--- src/rtl/frame_deserializer_if.sv ---
// rtl/frame_deserializer_if.sv - sampler-to-deserializer bit stream and frame result bus
interface frame_deserializer_if #(
    parameter int DATA_WIDTH = 8
);
    logic                  Sampler_sample;
    logic                  Sampler_Sample_Valid;
    logic                  Cfg_par_en;
    logic                  Cfg_par_typ;
    logic [DATA_WIDTH-1:0] Frame_data;
    logic                  Frame_data_valid;
    logic                  Frame_par_err;
    logic                  Frame_stp_err;
    logic                  Frame_busy;

    modport master (
        output Sampler_sample, Sampler_Sample_Valid, Cfg_par_en, Cfg_par_typ,
        input  Frame_data, Frame_data_valid, Frame_par_err, Frame_stp_err, Frame_busy
    );

    modport slave (
        input  Sampler_sample, Sampler_Sample_Valid, Cfg_par_en, Cfg_par_typ,
        output Frame_data, Frame_data_valid, Frame_par_err, Frame_stp_err, Frame_busy
    );
endinterface

--- src/rtl/frame_deserializer.sv ---
// rtl/frame_deserializer.sv - frames voted sampler bits into data words with parity/stop checks
module frame_deserializer #(
    parameter int DATA_WIDTH = 8
) (
    input  logic                 Sampler_CLK,
    input  logic                 Sampler_RST,
    frame_deserializer_if.slave  bus
);
    localparam int CW = $clog2(DATA_WIDTH + 1);
    localparam logic [CW-1:0] LAST_BIT = CW'(DATA_WIDTH - 1);

    typedef enum logic [1:0] {IDLE, DATA, PARITY, STOP} state_t;

    state_t                state;
    state_t                next_state;
    logic [DATA_WIDTH-1:0] shift;
    logic [CW-1:0]         count;
    logic                  par_en;
    logic                  par_typ;
    logic                  par_bit;
    logic [DATA_WIDTH-1:0] data;
    logic                  data_valid;
    logic                  par_err;
    logic                  stp_err;

    logic start;
    logic shift_en;
    logic take_par;
    logic finish;
    logic par_bad;
    logic stp_bad;

    // Parity is checked against the config latched at the start bit, not the live inputs.
    assign par_bad = par_en & (par_bit != ((^shift) ^ par_typ));
    assign stp_bad = ~bus.Sampler_sample;

    // State register; only sampler strobes move it, via next_state.
    always_ff @(posedge Sampler_CLK or negedge Sampler_RST) begin
        if (!Sampler_RST) begin
            state <= IDLE;
        end else begin
            state <= next_state;
        end
    end

    // Next-state decode plus per-strobe action enables.
    always_comb begin
        next_state = state;
        start      = 1'b0;
        shift_en   = 1'b0;
        take_par   = 1'b0;
        finish     = 1'b0;
        if (bus.Sampler_Sample_Valid) begin
            case (state)
                IDLE: begin
                    if (!bus.Sampler_sample) begin
                        start      = 1'b1;
                        next_state = DATA;
                    end
                end
                DATA: begin
                    shift_en = 1'b1;
                    if (count == LAST_BIT) begin
                        next_state = par_en ? PARITY : STOP;
                    end
                end
                PARITY: begin
                    take_par   = 1'b1;
                    next_state = STOP;
                end
                STOP: begin
                    finish     = 1'b1;
                    next_state = IDLE;
                end
                default: next_state = IDLE;
            endcase
        end
    end

    // Datapath: config latch, LSB-first shift, parity capture and registered frame result.
    always_ff @(posedge Sampler_CLK or negedge Sampler_RST) begin
        if (!Sampler_RST) begin
            shift      <= '0;
            count      <= '0;
            par_en     <= 1'b0;
            par_typ    <= 1'b0;
            par_bit    <= 1'b0;
            data       <= '0;
            data_valid <= 1'b0;
            par_err    <= 1'b0;
            stp_err    <= 1'b0;
        end else begin
            data_valid <= 1'b0;
            par_err    <= 1'b0;
            stp_err    <= 1'b0;
            if (start) begin
                count   <= '0;
                par_en  <= bus.Cfg_par_en;
                par_typ <= bus.Cfg_par_typ;
            end
            if (shift_en) begin
                shift <= {bus.Sampler_sample, shift[DATA_WIDTH-1:1]};
                count <= count + CW'(1);
            end
            if (take_par) begin
                par_bit <= bus.Sampler_sample;
            end
            if (finish) begin
                par_err <= par_bad;
                stp_err <= stp_bad;
                if (!par_bad && !stp_bad) begin
                    data       <= shift;
                    data_valid <= 1'b1;
                end
            end
        end
    end

    assign bus.Frame_data       = data;
    assign bus.Frame_data_valid = data_valid;
    assign bus.Frame_par_err    = par_err;
    assign bus.Frame_stp_err    = stp_err;
    assign bus.Frame_busy       = (state != IDLE);
endmodule

--- src/flat_wrapper.sv ---
// flat-port wrapper written by rule: the top's interface ports become plain ports
module frame_deserializer_flat 
#(
    parameter int DATA_WIDTH = 8
)
  (Sampler_CLK, Sampler_RST, bus_Sampler_sample, bus_Sampler_Sample_Valid, bus_Cfg_par_en, bus_Cfg_par_typ, bus_Frame_data, bus_Frame_data_valid, bus_Frame_par_err, bus_Frame_stp_err, bus_Frame_busy);
  frame_deserializer_if #(.DATA_WIDTH(DATA_WIDTH)) bus_i ();
  input  logic Sampler_CLK;
  input  logic Sampler_RST;
  input wire logic [$bits(bus_i.Sampler_sample)-1:0] bus_Sampler_sample;
  input wire logic [$bits(bus_i.Sampler_Sample_Valid)-1:0] bus_Sampler_Sample_Valid;
  input wire logic [$bits(bus_i.Cfg_par_en)-1:0] bus_Cfg_par_en;
  input wire logic [$bits(bus_i.Cfg_par_typ)-1:0] bus_Cfg_par_typ;
  output wire logic [$bits(bus_i.Frame_data)-1:0] bus_Frame_data;
  output wire logic [$bits(bus_i.Frame_data_valid)-1:0] bus_Frame_data_valid;
  output wire logic [$bits(bus_i.Frame_par_err)-1:0] bus_Frame_par_err;
  output wire logic [$bits(bus_i.Frame_stp_err)-1:0] bus_Frame_stp_err;
  output wire logic [$bits(bus_i.Frame_busy)-1:0] bus_Frame_busy;
  assign bus_i.Sampler_sample = bus_Sampler_sample;
  assign bus_i.Sampler_Sample_Valid = bus_Sampler_Sample_Valid;
  assign bus_i.Cfg_par_en = bus_Cfg_par_en;
  assign bus_i.Cfg_par_typ = bus_Cfg_par_typ;
  assign bus_Frame_data = bus_i.Frame_data;
  assign bus_Frame_data_valid = bus_i.Frame_data_valid;
  assign bus_Frame_par_err = bus_i.Frame_par_err;
  assign bus_Frame_stp_err = bus_i.Frame_stp_err;
  assign bus_Frame_busy = bus_i.Frame_busy;
  frame_deserializer #(.DATA_WIDTH(DATA_WIDTH)) u_core (.Sampler_CLK(Sampler_CLK), .Sampler_RST(Sampler_RST), .bus(bus_i));
endmodule
--- config.mk ---
export PLATFORM = sky130hd
export DESIGN_NAME = frame_deserializer_flat
export DESIGN_NICKNAME = d
export VERILOG_FILES = /design/src/rtl/frame_deserializer_if.sv /design/src/rtl/frame_deserializer.sv /design/src/flat_wrapper.sv
export SDC_FILE = /design/constraint.sdc
export NUM_CORES = 1
export LEC_CHECK = 0
export CAP_MARGIN = 20
export CORE_ASPECT_RATIO = 1.25
export CORE_MARGIN = 2
export CORE_UTILIZATION = 47
export CTS_CLUSTER_SIZE = 28
export DETAILED_ROUTE_END_ITERATION = 12
export PLACE_DENSITY = 0.82
export SLEW_MARGIN = 10
export SYNTH_ARGS = -nofsm -noshare
export SYNTH_HDL_FRONTEND = slang
export SYNTH_SLANG_ARGS = --single-unit
--- constraint.sdc ---
create_clock -name Sampler_CLK -period 2 [get_ports Sampler_CLK]
set_clock_uncertainty 0.2 [all_clocks]
set_input_delay 0.4 -clock Sampler_CLK [delete_from_list [all_inputs] [get_ports Sampler_CLK]]
set_output_delay 0.4 -clock Sampler_CLK [all_outputs]
set_load 0.005 [all_outputs]
==> run metrics <==
Avg Inst Size Synth=12.91 sq um; Reg clk slew, reported paths=150 ps; Vias=851; die height=62 um; I/O Pins=18; post-synth cell types=19; Total Nets Final=144; final worst path period need=2160 ps; FMAX=0.4629 GHz; WP data arrival=2190 ps; largest net degree at the start of global routing=29; RSZ-0062 raised after global routing=yes; Placed Cells=155; hpwl dp=1623 um; critical path depth=6; R2R Setup Slk=-160 ps; Post-synth EDFFs=0; Worst Hold Class=primary input to async pin; initial antenna violation count=0; final hold violations=0; CP max-delay cell=dfrtp_1; count leader, synth=dfrtp_1; max incr delay on CP=430 ps; Initial Util=0.4814; Root Buffer=clkbuf_4; Detailed Route WL=2339 um; # diodes=0; I/O Buffers=17; CP Cell Sequence=xnor2_1 > xnor3_1 > xnor2_2 > a21oi_4 > buf_12 > mux2_2; Die Span X=50.40 um; register area share after synthesis=0.5539; DRC=0; setup violators final=8; CP max FO=9; Worst setup EP type=flop; drt via density=5.158; FF-to-FF path depth=6; Critical Path RT=2030 ps; die area=3125 sq um; dpl cell area=1530 sq um; non-filler cells, final=165; number of global-route vias before repair=847; ys flop type=dfrtp_1; clock latency on the worst-skew pair=330 ps; pwr/cell area=1834 nW/um^2; worst slew pin tran=388.6 ps; TritonCTS Sinks=28; Synthesis Warnings=0; worst r2r src=u_core.par_typ; share of the synthesized area in the top cell type=0.5539; Synth Cell Area=1265 sq um; final setup margin=-160.5 ps; layout cells sized above 1=0.3282; kind of cell adding the most delay to the critical path=XOR/XNOR gates; Tot GR Track Use=0.1691; synthesized net count=110; kind of critical path=flop to flop; Gate Count Post-Synth=98; top cells by area, synth=dfrtp_1 (55%), mux2_2 (17%), ha_1 (5.9%); commonest cells in the netlist=dfrtp_1 (28), mux2_2 (19), nand2_1 (9); Lkg Pwr=0.7522 nW; max cap viols=0; Fillers=210; worst hold margin=218.4 ps; CTS buffer count=3; hold-fix buffers at CTS=0; total gr overflow=0; area leader, netlist=dfrtp_1; H-Tree Depth=1; status=complete, but fails checks; Max transition margin=0.7382; CTS tree=built; CP Launch Type=flop; maximum clock path buffer count=2; antenna viol nets, final=0; failing checks=negative setup slack; drt pass-1 iters=4; Core Rows=21; Yosys reg bits=28; part of the cycle the worst path needs=1.080; drt initial violations=22; reg2reg end=u_core.bus.Frame_data[1]; Slew Limit Fails=0; CP Buf/Inv Count=1; peak supply drop=0.0009904 V; Core ar.=2628 sq um; first-pass GRT wire length=3870 um; drt wl/cell=14.18 um; Async SR Flop Fraction=1.000; post-route cell area=1667 sq um; Area Overhead vs Synth=31.75%; GPL Wtd Cong=0.7590
## per-stage QoR
stage / power (mW) / util / TNS, ps / setup WS (ps)
after floorplan: 1.878 / - / -334.0 / -41.75
after global placement: 2.254 / 0.5824 / -864.0 / -111.0
after detailed placement: 2.338 / 0.5824 / -1764 / -227.9
after CTS: 2.762 / 0.6162 / -1568 / -204.2
after global routing: 3.253 / 0.6343 / -1858 / -241.7
final: 3.057 / 0.6343 / -1210 / -160.5
## logic make-up (layout without fill, tap and decap cells)
| logic type | count (synthesis) | in the layout | share of synthesized area |
|---|---|---|---|
| XOR/XNOR | 8 | 8 | 0.06627 |
| flip-flops | 28 | 28 | 0.5539 |
| AO/OA/AOI/OAI | 12 | 12 | 0.06727 |
| adder cells (fa/ha/maj) | 6 | 6 | 0.05935 |
| AND/OR/NAND/NOR | 19 | 19 | 0.06628 |
| buffers and inverters | 6 | 39 | 0.01780 |
| multiplexers | 19 | 19 | 0.1691 |
## power breakdown
part / switching (mW) / leakage, nW / internal [mW]
Sequential: 0.192 / 0.351 / 0.817
Clock: 0.166 / 0.0279 / 0.203
Combinational: 0.661 / 0.373 / 1.02
Total: 1.02 / 0.752 / 2.04
## flip-flops by register name, indices dropped and copies added (netlist names)
signal / cells
u_core.bus.Frame_stp_err: 1
u_core.bus.Frame_par_err: 1
u_core.par_typ: 1
u_core.par_en: 1
u_core.bus.Frame_data_valid: 1
u_core.shift: 8
u_core.par_bit: 1
u_core.count: 4
u_core.bus.Frame_data: 8
u_core.state: 2
## cells in the final DEF (no fill, tap or decap), types with 2 or more instances in the layout
cell type        count
xnor2_1              5
nor2_1               4
clkbuf_4             3
nand3_1              2
ha_1                 5
clkdlybuf4s50_1     16
dfrtp_1             28
a22o_1               2
mux2_2              19
inv_1                2
inv_2                2
nand2_1              9
buf_4               13
o21ai_0              7
xnor2_2              2
## worst max path at each step
stage                         start                  endpoint
finish               u_core.par_typ  u_core.bus.Frame_data[1]
global route        u_core.shift[6]  u_core.bus.Frame_data[2]
CTS                 u_core.shift[5]  u_core.bus.Frame_data[1]
detailed placement  u_core.shift[5]  u_core.bus.Frame_data[2]
global placement    u_core.shift[4]  u_core.bus.Frame_data[0]
floorplan           u_core.shift[5]  u_core.bus.Frame_data[0]
## layout make-up
class,count,area [sq um],share of cell area
sequential,28,700.7,0.4204
multi-input combinational,64,569.3,0.3416
timing repair buffer,31,286.5,0.1719
tap,34,42.54,0.02553
clock inverter,1,30.03,0.01802
clock buffer,3,22.52,0.01351
inverter,4,15.01,0.009009
## worst register-to-register path: stages (launching register included)
cell	delay, ps
dfrtp_1	430
xnor2_1	220
xnor3_1	380
xnor2_2	180
a21oi_4	170
buf_12	140
mux2_2	340
## per-layer routing
layer  part of all wire  global-route usage
met5                  0                   0
met4              0.018             0.06950
met3              0.028             0.03110
met2               0.53              0.3083
met1               0.43              0.2000
## repair_timing
action                                  4_1_cts  5_1_grt
endpoints found under the setup margin        9       10
pin swaps                                     1        4
buffers inserted                              3        3
resized for setup                             3        4
hold endpoints to repair                      0        0
Power figures use the tool's default switching activity.
